## src/rtl/riscv_pkg.sv

```systemverilog
// Shared RV32 core definitions: datapath width, reset PC, bubble encoding and
// the fetch-stage state encoding.
package riscv_pkg;

    localparam int                XLEN      = 32;
    localparam logic [XLEN-1:0]   RESET_PC  = 32'h0000_0000;
    localparam logic [31:0]       NOP_INSTR = 32'h0000_0013;   // addi x0,x0,0

    typedef enum logic [1:0] {
        REQ  = 2'b00,
        WAIT = 2'b01,
        KILL = 2'b10
    } fetch_state_t;

endpackage

```

## src/rtl/if_id_register.sv

```systemverilog
// IF/ID pipeline register.
// Ports:
//   clk, reset          clock, synchronous active-high reset
//   flush, stall        hazard controls (flush wins over stall)
//   load                a fetched instruction is offered this cycle
//   load_instr/pc/pc_plus4  offered instruction fields
//   instr_d, pc_d, pc_plus4_d, valid_d  register contents
// Priority: reset > flush > stall > load > bubble.
module if_id_register
    import riscv_pkg::*;
(
    input  logic            clk,
    input  logic            reset,
    input  logic            flush,
    input  logic            stall,
    input  logic            load,
    input  logic [31:0]     load_instr,
    input  logic [XLEN-1:0] load_pc,
    input  logic [XLEN-1:0] load_pc_plus4,
    output logic [31:0]     instr_d,
    output logic [XLEN-1:0] pc_d,
    output logic [XLEN-1:0] pc_plus4_d,
    output logic            valid_d
);

    // PC fields are left untouched on flush/bubble; they are meaningless
    // whenever valid_d is low.
    always_ff @(posedge clk) begin
        if (reset) begin
            instr_d    <= NOP_INSTR;
            pc_d       <= '0;
            pc_plus4_d <= '0;
            valid_d    <= 1'b0;
        end else if (flush) begin
            instr_d    <= NOP_INSTR;
            valid_d    <= 1'b0;
        end else if (stall) begin
            // hold
        end else if (load) begin
            instr_d    <= load_instr;
            pc_d       <= load_pc;
            pc_plus4_d <= load_pc_plus4;
            valid_d    <= 1'b1;
        end else begin
            instr_d    <= NOP_INSTR;
            valid_d    <= 1'b0;
        end
    end

endmodule

```

## src/rtl/fetch_stage.sv

```systemverilog
// RV32 instruction-fetch stage: PC, one-outstanding-request imem FSM,
// 1-entry hold buffer for responses that land while decode is stalled,
// and the IF/ID register.
// Ports:
//   clk, reset                 clock, synchronous active-high reset
//   stall_f, stall_d, flush_d  hazard-unit controls
//   pc_src_e, pc_target_e      execute-stage redirect
//   imem_req_valid/ready/addr  instruction memory request channel
//   imem_resp_valid/data       instruction memory response channel
//   instr_d, pc_d, pc_plus4_d, valid_d  IF/ID outputs
//
// state | meaning
// REQ   | nothing outstanding, issue when allowed
// WAIT  | one request outstanding, its response is wanted
// KILL  | one request outstanding, its response is wrong-path
module fetch_stage
    import riscv_pkg::*;
(
    input  logic            clk,
    input  logic            reset,
    input  logic            stall_f,
    input  logic            stall_d,
    input  logic            flush_d,
    input  logic            pc_src_e,
    input  logic [XLEN-1:0] pc_target_e,
    output logic            imem_req_valid,
    input  logic            imem_req_ready,
    output logic [XLEN-1:0] imem_req_addr,
    input  logic            imem_resp_valid,
    input  logic [31:0]     imem_resp_data,
    output logic [31:0]     instr_d,
    output logic [XLEN-1:0] pc_d,
    output logic [XLEN-1:0] pc_plus4_d,
    output logic            valid_d
);

    fetch_state_t    state, state_nxt;
    logic [XLEN-1:0] pc_f;
    logic [XLEN-1:0] req_pc;
    logic            hold_valid;
    logic [31:0]     hold_instr;
    logic [XLEN-1:0] hold_pc;

    logic            accept;
    logic            deliver;
    logic            load;
    logic [31:0]     load_instr;
    logic [XLEN-1:0] load_pc;

    assign imem_req_addr = pc_f;

    // A response may be followed by a new request in the same cycle, which
    // gives one instruction per cycle when memory answers in one cycle.
    always_comb begin
        imem_req_valid = !reset && !stall_f && !pc_src_e && !hold_valid &&
                         ((state == REQ) || ((state == WAIT) && imem_resp_valid));
    end

    assign accept  = imem_req_valid && imem_req_ready;
    assign deliver = (state == WAIT) && imem_resp_valid && !pc_src_e;

    always_comb begin
        state_nxt = state;
        case (state)
            REQ: begin
                if (!pc_src_e && accept) state_nxt = WAIT;
            end
            WAIT: begin
                if (pc_src_e)             state_nxt = imem_resp_valid ? REQ : KILL;
                else if (imem_resp_valid) state_nxt = accept ? WAIT : REQ;
            end
            KILL: begin
                // A response arriving here is always the wrong-path one, even
                // if another redirect lands in the same cycle.
                if (imem_resp_valid) state_nxt = REQ;
            end
            default: state_nxt = REQ;
        endcase
    end

    always_ff @(posedge clk) begin
        if (reset) begin
            state  <= REQ;
            pc_f   <= RESET_PC;
            req_pc <= RESET_PC;
        end else begin
            state <= state_nxt;
            if (pc_src_e) begin
                pc_f <= pc_target_e;
            end else if (accept) begin
                pc_f   <= pc_f + XLEN'(4);
                req_pc <= pc_f;
            end
        end
    end

    // The hazard unit raises stall_f whenever stall_d is high, so no second
    // response can arrive while the buffer is occupied.
    always_ff @(posedge clk) begin
        if (reset) begin
            hold_valid <= 1'b0;
            hold_instr <= NOP_INSTR;
            hold_pc    <= '0;
        end else if (pc_src_e) begin
            hold_valid <= 1'b0;
        end else if (deliver && stall_d) begin
            hold_valid <= 1'b1;
            hold_instr <= imem_resp_data;
            hold_pc    <= req_pc;
        end else if (hold_valid && !stall_d) begin
            hold_valid <= 1'b0;
        end
    end

    assign load       = hold_valid || deliver;
    assign load_instr = hold_valid ? hold_instr : imem_resp_data;
    assign load_pc    = hold_valid ? hold_pc    : req_pc;

    if_id_register u_if_id (
        .clk           (clk),
        .reset         (reset),
        .flush         (flush_d),
        .stall         (stall_d),
        .load          (load),
        .load_instr    (load_instr),
        .load_pc       (load_pc),
        .load_pc_plus4 (load_pc + XLEN'(4)),
        .instr_d       (instr_d),
        .pc_d          (pc_d),
        .pc_plus4_d    (pc_plus4_d),
        .valid_d       (valid_d)
    );

endmodule

```

## config.mk

```make
export PLATFORM = sky130hd
export DESIGN_NAME = fetch_stage
export DESIGN_NICKNAME = d
export VERILOG_FILES = /design/src/rtl/riscv_pkg.sv /design/src/rtl/if_id_register.sv /design/src/rtl/fetch_stage.sv
export SDC_FILE = /design/constraint.sdc
export NUM_CORES = 1
export LEC_CHECK = 0
export CAP_MARGIN = 25
export CORE_ASPECT_RATIO = 2
export CORE_MARGIN = 2
export CORE_UTILIZATION = 56
export DETAILED_ROUTE_END_ITERATION = 10
export PLACE_DENSITY = 0.86
export SYNTH_ARGS = -nofsm -noshare
export SYNTH_HDL_FRONTEND = slang
export SYNTH_SLANG_ARGS = --single-unit
export TNS_END_PERCENT = 50
```

## constraint.sdc

```tcl
create_clock -name clk -period 6.25 [get_ports clk]
set_clock_uncertainty 0.2 [all_clocks]
set_input_delay 0.9375 -clock clk [delete_from_list [all_inputs] [get_ports clk]]
set_output_delay 0.9375 -clock clk [all_outputs]
set_load 0.1 [all_outputs]
```

==> results.tsv <==
stage	metric	value	unit
status	status	finished, final reports clean	
finish	syn_to_final_growth	25.52	%
critical_path	cp.required	5.11	ns
synth	synthArstFlopShare	0	%
synth	synthCells	1249	
global_routing	grt.busiest_layer	met2	
clock_network	hold_buffers	0	
synth	synth-xor-area-share	1.120	%
power	power.switching	0.0007250	W
global_routing	overflow	0	
global_routing	grtUsageMet1	30.88	%
clock_network	cts_made_buffers	19	
timing	min_period_over_period	64.84	%
power	fin_total_pwr	0.002967	W
synth	yosysWarnings	0	
timing	setup_viol	0	
power	vdd_drop_max	0.0001526	V
clock_network	root_buffer	clkbuf_16	
timing	period_needed	4.053	ns
synth	synth_largest_area_cell	dfxtp_1	
clock_network	clk_latency	0.48	ns
synth	syn_avg_cell_area	8.138	µm²
finish	fin_cells	1606	
routing	antenna_left	0	
routing	firstDrtPassIters	7	
finish	drive_above_1_share	6.317	%
synth	netlist_area	0.01016	mm²
power	p_comb_share	9.3	%
synth	yosysSeqAreaShare	44.51	%
timing	rsz0062_at_grt	no	
global_routing	grt_use_met2	49.55	%
global_routing	grt_util_all_layers	27.05	%
critical_path	cp.arrival	2.92	ns
clock_network	ctsResizeCount	0	
power	p_seq_share	49.9	%
power	powerDensity	232.6	mW/mm²
critical_path	endpoint_kind	primary output	
synth	synth_ff_type	dfxtp_1	
routing	route.vias.total	9564	
die	die_area	0.01931	mm²
placed_design	hpwlAfterDp	18.77	mm
clock_network	tritoncts	built	
finish	nNetsFinal	1455	
finish	utilization	71.74	%
global_routing	grt_pass1_wl	43.93	mm
timing	slew_violations	0	
power	pwr-share-clk	40.8	%
global_routing	met3_usage	2.913	%
synth	synth-seq-cells	226	
placed_design	placed_cells	1571	
routing	drt-initial-drc-count	483	
synth	synthTopCellsByArea	dfxtp_1, nand2_1, a21oi_1	
critical_path	cp_max_fo	4	
synth	synth_top_cells_by_count	nand2_1, dfxtp_1, a21oi_1	
die	rows	69	
flow_run	maxCapViolations	0	
synth	synth-compound-area-share	17.22	%
die	die_y	194.5	µm
finish	diodes	0	
clock_network	clockBufferDepth	3	
synth	synth_fa_ha_area_share	0.2462	%
synth	muxShareOfSynthArea	7.779	%
finish	multi_input_area	0.005181	mm²
routing	route.detailed.drc	0	
routing	vias_per_cell	5.955	
die	coreArea	0.01778	mm²
synth	synth-simple-area-share	24.48	%
synth	ys_types	68	
power	p_leak	4.195	nW
finish	regArea	0.004528	mm²
synth	yosysMostFrequentCell	nand2_1	
global_routing	antenna_found_initial	0	
clock_network	htree_levels	1	
die	die_w	99.27	µm
timing	fmaxAchievable	246.8	MHz
clock_network	clk_pin_slew	0.07	ns
critical_path	crit_type	in2out	
worst_hold_path	hold_class	reg2reg	
routing	post_drt_wl_per_cell	16.94	µm
placed_design	io_buffer_count	201	
timing	max-slew-margin-rel	29.21	%
timing	hold_viol_final	0	
die	start_util	57.15	%
die	pin_count	202	
power	netSwitchingFraction	24.43	%
timing	worst_hold_slack	0.2512	ns
synth	synthesis.nets	1323	
routing	routed_wl	27.20	mm
finish	fillers	1413	
clock_network	post_cts_buffers	0	
global_routing	grt_pass1_vias	9037	
synth	synth_edf_count	0	
global_routing	grt_max_degree	97	
critical_path	start_kind	primary input	
timing	worstMarginPinSlew	1.058	ns
clock_network	cts_sinks	226	
synth	synth_top_family_by_area	simple AND/OR/NAND/NOR gates	
timing	timing.setup.tns	0	ns
placed_design	place.gp.congestion	0.9261	
power	p_int	0.002242	W
synth	synth_top_area_share	44.51	%
==> cell usage in the layout, fill, tap and decap left out, types with 5 or more instances in the layout <==
master,Yosys,layout
nand2_1,259,258
dfxtp_1,226,225
clkdlybuf4s50_1,0,199
a21oi_1,160,160
nor2_1,99,98
mux2i_1,61,61
nor3_1,51,51
nand3_1,43,43
a211oi_1,32,32
nand4_1,26,26
o21ai_0,26,25
clkbuf_16,0,19
mux2_2,16,16
a31oi_1,13,13
buf_4,4,13
nand4b_1,7,7
xor2_1,7,7
o311ai_0,7,7
a22oi_1,6,6
and3_1,6,6
xnor2_1,6,6
and4_1,6,5
and2_1,6,5
clkinv_2,0,5
==> routing by layer <==
| metal | vias up | part of all wire, % |
|---|---|---|
| li1 | 4672 | - |
| met1 | 4443 | 38 |
| met2 | 379 | 53 |
| met3 | 70 | 5.5 |
| met4 | 0 | 4.2 |
| met5 | - | 0 |
==> stage by stage <==
step	instance area [µm²]	worst slack, ns
global route	12760	2.105
detailed placement	12100	2.169
global placement	12100	2.251
floorplan	10160	3.083
CTS	12720	2.216
finish	12760	2.197
==> worst max-delay path: stages <==
cell             delay, ns
clkdlybuf4s50_1       0.45
nor2_1                0.21
and3_1                0.19
clkdlybuf4s50_1       1.13
==> worst paths after layout <==
path / from / to / slack (ns) / depth (start not counted)
worst min-delay path: u_if_id.pc_plus4_d[10]$_SDFFE_PP0P_ / u_if_id.pc_plus4_d[10]$_SDFFE_PP0P_ / 0.25 / 2
worst max-delay path: pc_src_e / imem_req_valid / 2.20 / 4
worst max register to register: hold_valid$_SDFFE_PP0P_ / u_if_id.pc_plus4_d[27]$_SDFFE_PP0P_ / 2.82 / 7
worst min register to register: u_if_id.pc_plus4_d[10]$_SDFFE_PP0P_ / u_if_id.pc_plus4_d[10]$_SDFFE_PP0P_ / 0.25 / 2
==> power by group through the flow <==
stage | registers (W) | logic [W] | clock network [W]
final | 0.00148 | 0.000275 | 0.00121
after global routing | 0.00148 | 0.000289 | 0.00128
after CTS | 0.00148 | 0.000273 | 0.00123
after detailed placement | 0.00151 | 0.000272 | 0
after global placement | 0.00151 | 0.000269 | 0
after floorplan | 0.00160 | 0.0000850 | 0
==> cells by family after synthesis <==
group | Yosys count
flops | 226
compound gates | 287
simple gates | 534
fa+ha+maj | 2
mux | 77
buf+inv | 110
xor+xnor | 13
==> registers in the layout, summed over array words and instances, names as in the netlist <==
| signal | flops |
|---|---|
| u_if_id.pc_plus4_d | 32 |
| state | 2 |
| u_if_id.valid_d | 1 |
| u_if_id.instr_d | 32 |
| imem_req_addr | 32 |
| hold_valid | 1 |
| req_pc | 32 |
| u_if_id.pc_d | 30 |
| hold_instr | 32 |
| hold_pc | 32 |
==> area by class of cell <==
| cell class | count | share of cell area [%] |
|---|---|---|
| Clock inverter | 9 | 0.9611 |
| Timing Repair Buffer | 215 | 16.72 |
| Tap cell | 213 | 2.089 |
| Sequential cell | 226 | 35.49 |
| Clock buffer | 24 | 3.952 |
| Multi-Input combinational cell | 913 | 40.61 |
| Inverter | 6 | 0.1765 |
Power figures use the tool's default switching activity.
